===== src/rtl/nv_nvdla_sdp_bn_operand_join.sv =====
// SDP BN operand join: buffers the ALU/MUL normalization DMA streams and joins them into one operand beat.
// Optional macro NV_NVDLA_SDP_BN_JOIN_PERF_EN adds the dp2reg_bn_join_stall counter.

module nv_nvdla_sdp_bn_join_fifo #(
  parameter int W = 257
) (
  input  logic         nvdla_core_clk,
  input  logic         nvdla_core_rstn,
  input  logic         flush_i,
  input  logic         push_i,
  input  logic [W-1:0] din_i,
  input  logic         pop_i,
  output logic [W-1:0] dout_o,
  output logic         empty_o,
  output logic         full_o
);
  logic [W-1:0] mem_q [2];
  logic         wp_q, rp_q;
  logic [1:0]   cnt_q;

  always_ff @(posedge nvdla_core_clk or negedge nvdla_core_rstn) begin
    if (!nvdla_core_rstn) begin
      wp_q  <= 1'b0;
      rp_q  <= 1'b0;
      cnt_q <= 2'd0;
    end else if (flush_i) begin
      wp_q  <= 1'b0;
      rp_q  <= 1'b0;
      cnt_q <= 2'd0;
    end else begin
      if (push_i) wp_q <= ~wp_q;
      if (pop_i)  rp_q <= ~rp_q;
      cnt_q <= cnt_q + {1'b0, push_i} - {1'b0, pop_i};
    end
  end

  // Data slots need no reset; they are only read while occupied.
  always_ff @(posedge nvdla_core_clk) begin
    if (push_i) mem_q[wp_q] <= din_i;
  end

  assign dout_o  = mem_q[rp_q];
  assign empty_o = (cnt_q == 2'd0);
  assign full_o  = cnt_q[1];
endmodule

module nv_nvdla_sdp_bn_operand_join #(
  parameter int FIFO_DEPTH = 2,
  parameter int DW         = 256
) (
  input  logic            nvdla_core_clk,
  input  logic            nvdla_core_rstn,
  input  logic            op_load,
  input  logic [1:0]      reg2dp_nrdma_data_use,
  input  logic            nrdma2dp_alu_valid,
  output logic            nrdma2dp_alu_ready,
  input  logic [DW:0]     nrdma2dp_alu_pd,
  input  logic            nrdma2dp_mul_valid,
  output logic            nrdma2dp_mul_ready,
  input  logic [DW:0]     nrdma2dp_mul_pd,
  output logic            bn_op_valid,
  input  logic            bn_op_ready,
  output logic [2*DW:0]   bn_op_pd,
  output logic            bn_done,
  output logic            bn_err_mismatch
`ifdef NV_NVDLA_SDP_BN_JOIN_PERF_EN
  ,
  output logic [31:0]     dp2reg_bn_join_stall
`endif
);
  generate
    if (FIFO_DEPTH != 2) begin : g_bad_depth
      $error("nv_nvdla_sdp_bn_operand_join: FIFO_DEPTH must be 2");
    end
  endgenerate

  typedef enum logic [1:0] {ST_IDLE, ST_RUN, ST_DONE} state_e;

  state_e        state_q, state_d;
  logic [1:0]    mode_q, mode_d;
  logic          alu_closed_q, alu_closed_d, mul_closed_q, mul_closed_d;
  logic          out_vld_q, out_vld_d;
  logic [2*DW:0] out_pd_q, out_pd_d;
  logic          err_q, err_d;

  logic          load_go, run, alu_used, mul_used;
  logic          alu_push, mul_push, alu_pop, mul_pop, join_go, out_hs;
  logic          alu_empty, alu_full, mul_empty, mul_full;
  logic [DW:0]   alu_dout, mul_dout;
  logic          alu_last, mul_last, join_last;

  assign load_go  = op_load & (state_q == ST_IDLE);
  assign run      = (state_q == ST_RUN);
  assign alu_used = (mode_q != 2'd0);
  assign mul_used = (mode_q != 2'd1);

  assign nrdma2dp_alu_ready = run & alu_used & ~alu_closed_q & ~alu_full;
  assign nrdma2dp_mul_ready = run & mul_used & ~mul_closed_q & ~mul_full;
  assign alu_push = nrdma2dp_alu_valid & nrdma2dp_alu_ready;
  assign mul_push = nrdma2dp_mul_valid & nrdma2dp_mul_ready;

  assign out_hs  = out_vld_q & bn_op_ready;
  assign join_go = run & (~alu_used | ~alu_empty) & (~mul_used | ~mul_empty)
                 & (~out_vld_q | bn_op_ready);
  assign alu_pop = join_go & alu_used;
  assign mul_pop = join_go & mul_used;

  assign alu_last  = alu_dout[DW];
  assign mul_last  = mul_dout[DW];
  assign join_last = (alu_used & alu_last) | (mul_used & mul_last);

  // Leftovers from a mismatched layer are flushed when the next layer starts.
  nv_nvdla_sdp_bn_join_fifo #(.W(DW+1)) u_alu_fifo (
    .nvdla_core_clk (nvdla_core_clk),
    .nvdla_core_rstn(nvdla_core_rstn),
    .flush_i        (load_go),
    .push_i         (alu_push),
    .din_i          (nrdma2dp_alu_pd),
    .pop_i          (alu_pop),
    .dout_o         (alu_dout),
    .empty_o        (alu_empty),
    .full_o         (alu_full)
  );

  nv_nvdla_sdp_bn_join_fifo #(.W(DW+1)) u_mul_fifo (
    .nvdla_core_clk (nvdla_core_clk),
    .nvdla_core_rstn(nvdla_core_rstn),
    .flush_i        (load_go),
    .push_i         (mul_push),
    .din_i          (nrdma2dp_mul_pd),
    .pop_i          (mul_pop),
    .dout_o         (mul_dout),
    .empty_o        (mul_empty),
    .full_o         (mul_full)
  );

  always_comb begin
    state_d      = state_q;
    mode_d       = mode_q;
    alu_closed_d = alu_closed_q;
    mul_closed_d = mul_closed_q;
    out_vld_d    = out_vld_q;
    out_pd_d     = out_pd_q;
    err_d        = err_q;
    case (state_q)
      ST_IDLE: if (op_load) state_d = ST_RUN;
      ST_RUN:  if (out_hs && out_pd_q[2*DW]) state_d = ST_DONE;
      ST_DONE: state_d = ST_IDLE;
      default: state_d = ST_IDLE;
    endcase
    if (load_go) begin
      mode_d       = reg2dp_nrdma_data_use;
      alu_closed_d = 1'b0;
      mul_closed_d = 1'b0;
      err_d        = 1'b0;
    end else begin
      if (alu_push && nrdma2dp_alu_pd[DW]) alu_closed_d = 1'b1;
      if (mul_push && nrdma2dp_mul_pd[DW]) mul_closed_d = 1'b1;
      if (join_go && alu_used && mul_used && (alu_last != mul_last)) err_d = 1'b1;
    end
    if (join_go) begin
      out_vld_d = 1'b1;
      out_pd_d  = {join_last,
                   mul_used ? mul_dout[DW-1:0] : {DW{1'b0}},
                   alu_used ? alu_dout[DW-1:0] : {DW{1'b0}}};
    end else if (out_hs) begin
      out_vld_d = 1'b0;
    end
  end

  always_ff @(posedge nvdla_core_clk or negedge nvdla_core_rstn) begin
    if (!nvdla_core_rstn) begin
      state_q      <= ST_IDLE;
      mode_q       <= 2'd2;
      alu_closed_q <= 1'b0;
      mul_closed_q <= 1'b0;
      out_vld_q    <= 1'b0;
      out_pd_q     <= '0;
      err_q        <= 1'b0;
    end else begin
      state_q      <= state_d;
      mode_q       <= mode_d;
      alu_closed_q <= alu_closed_d;
      mul_closed_q <= mul_closed_d;
      out_vld_q    <= out_vld_d;
      out_pd_q     <= out_pd_d;
      err_q        <= err_d;
    end
  end

  assign bn_op_valid     = out_vld_q;
  assign bn_op_pd        = out_pd_q;
  assign bn_done         = (state_q == ST_DONE);
  assign bn_err_mismatch = err_q;

`ifdef NV_NVDLA_SDP_BN_JOIN_PERF_EN
  logic [31:0] stall_q, stall_d;
  logic        stall_hit;

  assign stall_hit = run & ((alu_used & nrdma2dp_alu_valid & ~nrdma2dp_alu_ready) |
                            (mul_used & nrdma2dp_mul_valid & ~nrdma2dp_mul_ready));

  always_comb begin
    stall_d = stall_q;
    if (load_go)                           stall_d = 32'd0;
    else if (stall_hit && stall_q != '1)   stall_d = stall_q + 32'd1;
  end

  always_ff @(posedge nvdla_core_clk or negedge nvdla_core_rstn) begin
    if (!nvdla_core_rstn) stall_q <= 32'd0;
    else                  stall_q <= stall_d;
  end

  assign dp2reg_bn_join_stall = stall_q;
`endif
endmodule

===== config.mk =====
export PLATFORM = sky130hd
export DESIGN_NAME = nv_nvdla_sdp_bn_operand_join
export DESIGN_NICKNAME = d
export VERILOG_FILES = /design/src/rtl/nv_nvdla_sdp_bn_operand_join.sv
export SDC_FILE = /design/constraint.sdc
export NUM_CORES = 2
export LEC_CHECK = 0
export ABC_AREA = 0
export BUFFER_PORTS_ARGS = -buffer_cell sky130_fd_sc_hd__buf_2
export CORE_AREA = 2 2 400 402
export DETAILED_ROUTE_END_ITERATION = 7
export DIE_AREA = 0 0 402 404
export PLACE_DENSITY = 0.59
export SLEW_MARGIN = 20
export SYNTH_ARGS = -nofsm -noshare
export SYNTH_HDL_FRONTEND = slang
export SYNTH_SLANG_ARGS = --single-unit

===== constraint.sdc =====
create_clock -name nvdla_core_clk -period 35.5 [get_ports nvdla_core_clk]
set_clock_uncertainty 0.1 [all_clocks]
set_input_delay 7.1 -clock nvdla_core_clk [delete_from_list [all_inputs] [get_ports nvdla_core_clk]]
set_output_delay 7.1 -clock nvdla_core_clk [all_outputs]
set_load 0.01 [all_outputs]

==> run_summary.xml <==
<?xml version="1.0" encoding="UTF-8"?>
<metrics>
  <group name="sta">
    <metric name="fmax" unit="GHz">0.0891</metric>
    <metric name="hold-worst-slack" unit="ns">0.378</metric>
    <metric name="rsz_0062_raised_after_global_routing" unit="">no</metric>
    <metric name="post-route-period-util" unit="">0.316</metric>
    <metric name="final.setup.tns" unit="ns">0</metric>
    <metric name="max_transition_margin" unit="">0.187</metric>
    <metric name="finalWorstSetupSlack" unit="ns">24.28</metric>
    <metric name="setup_violations" unit="">0</metric>
    <metric name="timing.final.hold_violations" unit="">0</metric>
    <metric name="worst_pin_slew" unit="ns">1.22</metric>
    <metric name="min_period" unit="ns">11.22</metric>
    <metric name="finalMaxSlewViolations" unit="">0</metric>
  </group>
  <group name="global_route">
    <metric name="antenna_found_initial" unit="">96</metric>
    <metric name="via_count_of_the_first_global_routing_pass" unit="">30655</metric>
    <metric name="grt_first_pass_wirelength" unit="um">215000</metric>
    <metric name="global_routing_usage_summed_across_all_routing_layers" unit="">0.181</metric>
    <metric name="global_route.overflow_total" unit="">0</metric>
    <metric name="maximum_number_of_pins_on_one_net_before_global_route_repair" unit="">174</metric>
  </group>
  <group name="yosys">
    <metric name="synth_top_area_share" unit="">0.558</metric>
    <metric name="async_reset_ff_frac" unit="">0.340</metric>
    <metric name="synth_seq_area_share" unit="">0.798</metric>
    <metric name="number_of_nets_in_the_synthesized_netlist" unit="">3360</metric>
    <metric name="syn-instance-count" unit="">2834</metric>
    <metric name="synth_enable_flop_cells" unit="">1028</metric>
    <metric name="postSynthRegisterBits" unit="">1557</metric>
    <metric name="post_synth_num_cell_types" unit="">36</metric>
    <metric name="synth.top_cells.by_area" unit="">edfxtp_1 (56%), dfrtp_1 (24%), mux2i_1 (9.3%)</metric>
    <metric name="syn_area" unit="sq um">55300</metric>
    <metric name="ys.flop_type" unit="">edfxtp_1</metric>
    <metric name="yosysTopAreaCell" unit="">edfxtp_1</metric>
    <metric name="post_synth.cell_area_avg" unit="sq um">19.5</metric>
    <metric name="synthesis.yosys.warnings" unit="">0</metric>
  </group>
  <group name="clock_tree">
    <metric name="clk_transition_reported_paths" unit="ns">0.06</metric>
    <metric name="clock_tree_from_tritoncts" unit="">done</metric>
    <metric name="cts-root-to-sink-buffers" unit="">3</metric>
    <metric name="h-tree-depth" unit="">4</metric>
    <metric name="cts.repair_timing.setup_buffer_count" unit="">0</metric>
    <metric name="clock_tree_root_driver_cell" unit="">clkbuf_16</metric>
    <metric name="cts_buffers" unit="">161</metric>
    <metric name="clock_sinks" unit="">1557</metric>
    <metric name="clock_latency" unit="ns">0.80</metric>
    <metric name="cts.hold.buffers_added" unit="">0</metric>
    <metric name="number_of_cells_upsized_or_downsized_after_cts" unit="">0</metric>
  </group>
  <group name="run_status">
    <metric name="run_status" unit="">complete, no violations</metric>
  </group>
  <group name="run">
    <metric name="max_cap_viol_count" unit="">0</metric>
  </group>
  <group name="placed_design">
    <metric name="numPortBuffers" unit="">1039</metric>
    <metric name="routabilityCongestion" unit="">0.876</metric>
    <metric name="dpl.hpwl" unit="um">101000</metric>
    <metric name="dpl_worst_slack" unit="ns">23.41</metric>
  </group>
  <group name="critical_path">
    <metric name="timing.critical_path.to_type" unit="">register</metric>
    <metric name="criticalPathCategory" unit="">in2reg</metric>
    <metric name="worst_setup_path_endpoint" unit="">u_alu_fifo.mem_q[0][209]</metric>
    <metric name="reg2reg_to" unit="">u_mul_fifo.mem_q[0][130]</metric>
    <metric name="cp.required" unit="ns">35.80</metric>
    <metric name="worstSetupStartpointType" unit="">primary input</metric>
    <metric name="crit_start" unit="">nrdma2dp_alu_valid</metric>
    <metric name="timing.critical_path.fanout_max" unit="">69</metric>
    <metric name="r2r_slack" unit="ns">29.87</metric>
    <metric name="crit-reg2reg-launch" unit="">mode_q[1]</metric>
    <metric name="depth_of_the_most_critical_reg_to_reg_path" unit="">7</metric>
    <metric name="arrival_worst_endpoint" unit="ns">11.52</metric>
  </group>
  <group name="drt">
    <metric name="detail_route.vias_per_cell" unit="">4.92</metric>
    <metric name="drc" unit="">0</metric>
    <metric name="detailroute.via_count" unit="">30309</metric>
    <metric name="drt_first_pass_iters" unit="">7</metric>
    <metric name="wire_per_inst" unit="um">24.8</metric>
    <metric name="finalWirelength" unit="um">152000</metric>
    <metric name="route.antenna.remaining_nets" unit="">0</metric>
    <metric name="maxUsedRoutingLayer" unit="">met5</metric>
    <metric name="drt_iter0_drcs" unit="">2250</metric>
    <metric name="routed-wl-met3" unit="um">11500</metric>
    <metric name="route.met2.wl" unit="um">75400</metric>
    <metric name="drt-met1-wl" unit="um">58600</metric>
  </group>
  <group name="floorplan">
    <metric name="die-width" unit="um">402</metric>
    <metric name="dieArea" unit="sq um">162000</metric>
    <metric name="rows" unit="">146</metric>
    <metric name="start_util" unit="">0.350</metric>
    <metric name="design.core.area" unit="sq um">158000</metric>
    <metric name="io_pins" unit="">1040</metric>
    <metric name="die_y" unit="um">404</metric>
  </group>
  <group name="power_and_ir_drop">
    <metric name="static-leakage-power" unit="uW">0.0267</metric>
    <metric name="vdd_ir_drop_max" unit="V">0.0000868</metric>
    <metric name="power-per-cell-area" unit="nW/um^2">89.7</metric>
    <metric name="fin_total_pwr" unit="uW">6110</metric>
  </group>
  <group name="worst_hold_path">
    <metric name="worst_hold_path_type" unit="">reg2reg</metric>
  </group>
  <group name="layout">
    <metric name="fraction_of_layout_cells_with_a_size_suffix_above_1" unit="">0.330</metric>
    <metric name="nets_final" unit="">4427</metric>
    <metric name="area.growth.synth_to_final" unit="%">23.2</metric>
    <metric name="final_core_utilization" unit="">0.431</metric>
  </group>
</metrics>
[final cells by class]
| class | instances | area [sq um] |
|---|---|---|
| Antenna cell | 47 | 118 |
| Clock buffer | 231 | 4520 |
| Clock inverter | 70 | 1020 |
| Fill cell | 14028 | 89700 |
| Inverter | 8 | 30.0 |
| Multi-Input combinational cell | 1094 | 10100 |
| Sequential cell | 1557 | 44100 |
| Tap cell | 2072 | 2590 |
| Timing Repair Buffer | 1079 | 5570 |
[sequential cells by signal, indices dropped and copies added (netlist names)]
| signal | cells |
|---|---|
| mode_q | 2 |
| u_mul_fifo.rp_q | 1 |
| state_q | 2 |
| u_alu_fifo.wp_q | 1 |
| u_alu_fifo.rp_q | 1 |
| u_alu_fifo.cnt_q | 2 |
| u_mul_fifo.cnt_q | 2 |
| mul_closed_q | 1 |
| alu_closed_q | 1 |
| bn_op_valid | 1 |
| u_mul_fifo.wp_q | 1 |
| u_mul_fifo.mem_q | 514 |
| bn_op_pd | 513 |
| bn_err_mismatch | 1 |
| u_alu_fifo.mem_q | 514 |
[Yosys cell counts (2+ instances only)]
cell type	number
buf_1	10
edfxtp_1	1028
nor2_1	12
dfrtp_1	528
inv_1	8
mux2_2	2
mux2i_1	515
buf_6	31
o2bb2ai_1	512
buf_4	16
xor2_1	3
nor2b_1	6
ha_1	4
nand2_1	3
buf_2	72
a21oi_1	4
xnor2_1	4
clkbuf_1	46
nor3_1	2
o21ai_0	6
nand2b_1	3
or3_1	2
and2_1	2
or2_1	3
[routing by layer]
metal	up-vias	GRT usage
met5	-	0.00357
met4	48	0.0887
met3	343	0.0611
met2	982	0.297
met1	15462	0.214
li1	13474	-
[cell usage in the layout (no fill, tap or decap), drive strengths merged]
cell type / Yosys / routed
o2bb2ai: 512 / 512
inv: 8 / 17
o22ai: 1 / 1
o211ai: 1 / 1
dfstp: 1 / 1
or2: 3 / 3
ha: 4 / 4
o21bai: 1 / 1
a21oi: 4 / 4
xor2: 3 / 3
and3: 1 / 1
and2b: 1 / 1
nor2: 12 / 12
bufinv: 0 / 16
nor2b: 6 / 6
mux2: 2 / 2
a21o: 1 / 1
dfrtp: 528 / 528
o31ai: 1 / 1
o21ai: 6 / 6
clkinv: 0 / 41
nor3: 2 / 2
diode: 0 / 47
nand2b: 3 / 3
nor3b: 1 / 1
mux2i: 515 / 515
buf: 129 / 1079
nand3: 1 / 1
nand2: 3 / 3
xnor2: 4 / 4
or3: 2 / 2
nor4: 1 / 1
edfxtp: 1028 / 1028
clkinvlp: 0 / 4
clkbuf: 46 / 231
and4: 1 / 1
and2: 2 / 2
[worst min path at each step]
stage	from	to	slack (ns)	depth (start not counted)
floorplan	state_q[1]	state_q[0]	0.35	1
global placement	state_q[1]	state_q[0]	0.37	1
detailed placement	bn_op_pd[17]	bn_op_pd[17]	0.37	1
CTS	bn_op_pd[39]	bn_op_pd[39]	0.38	1
global route	bn_op_pd[134]	bn_op_pd[134]	0.39	1
finish	bn_op_pd[134]	bn_op_pd[134]	0.38	1
[critical path, stage by stage]
cell,delay [ns]
buf_2,0.09
inv_1,0.05
nor4_2,0.50
nor2b_4,0.24
buf_4,0.73
buf_4,0.84
buf_4,0.83
buf_4,0.86
[kinds of logic after synthesis]
kind of cell	share of synthesized area
adders and majority gates	0.000905
buffers and inverters	0.0194
and+or+nand+nor	0.00387
muxes	0.0937
DFF	0.798
xor gates and xnor gates	0.00111
AOI/OAI and AO/OA	0.0831
[where the power goes]
part           switching (uW)  internal [uW]  leakage [uW]  total, uW
Combinational            1090            637       0.00799       1730
Clock                     717           1020       0.00267       1730
Sequential                227           2420        0.0161       2640
[metrics by stage]
stage / instance area [sq um] / instances
6_report: 68100 / 6158
5_1_grt: 68100 / 6149
4_1_cts: 68000 / 6111
3_5_place_dp: 62400 / 5810
3_3_place_gp: 62400 / 5810
2_1_floorplan: 55300 / 2834
Power figures use the tool's default switching activity.
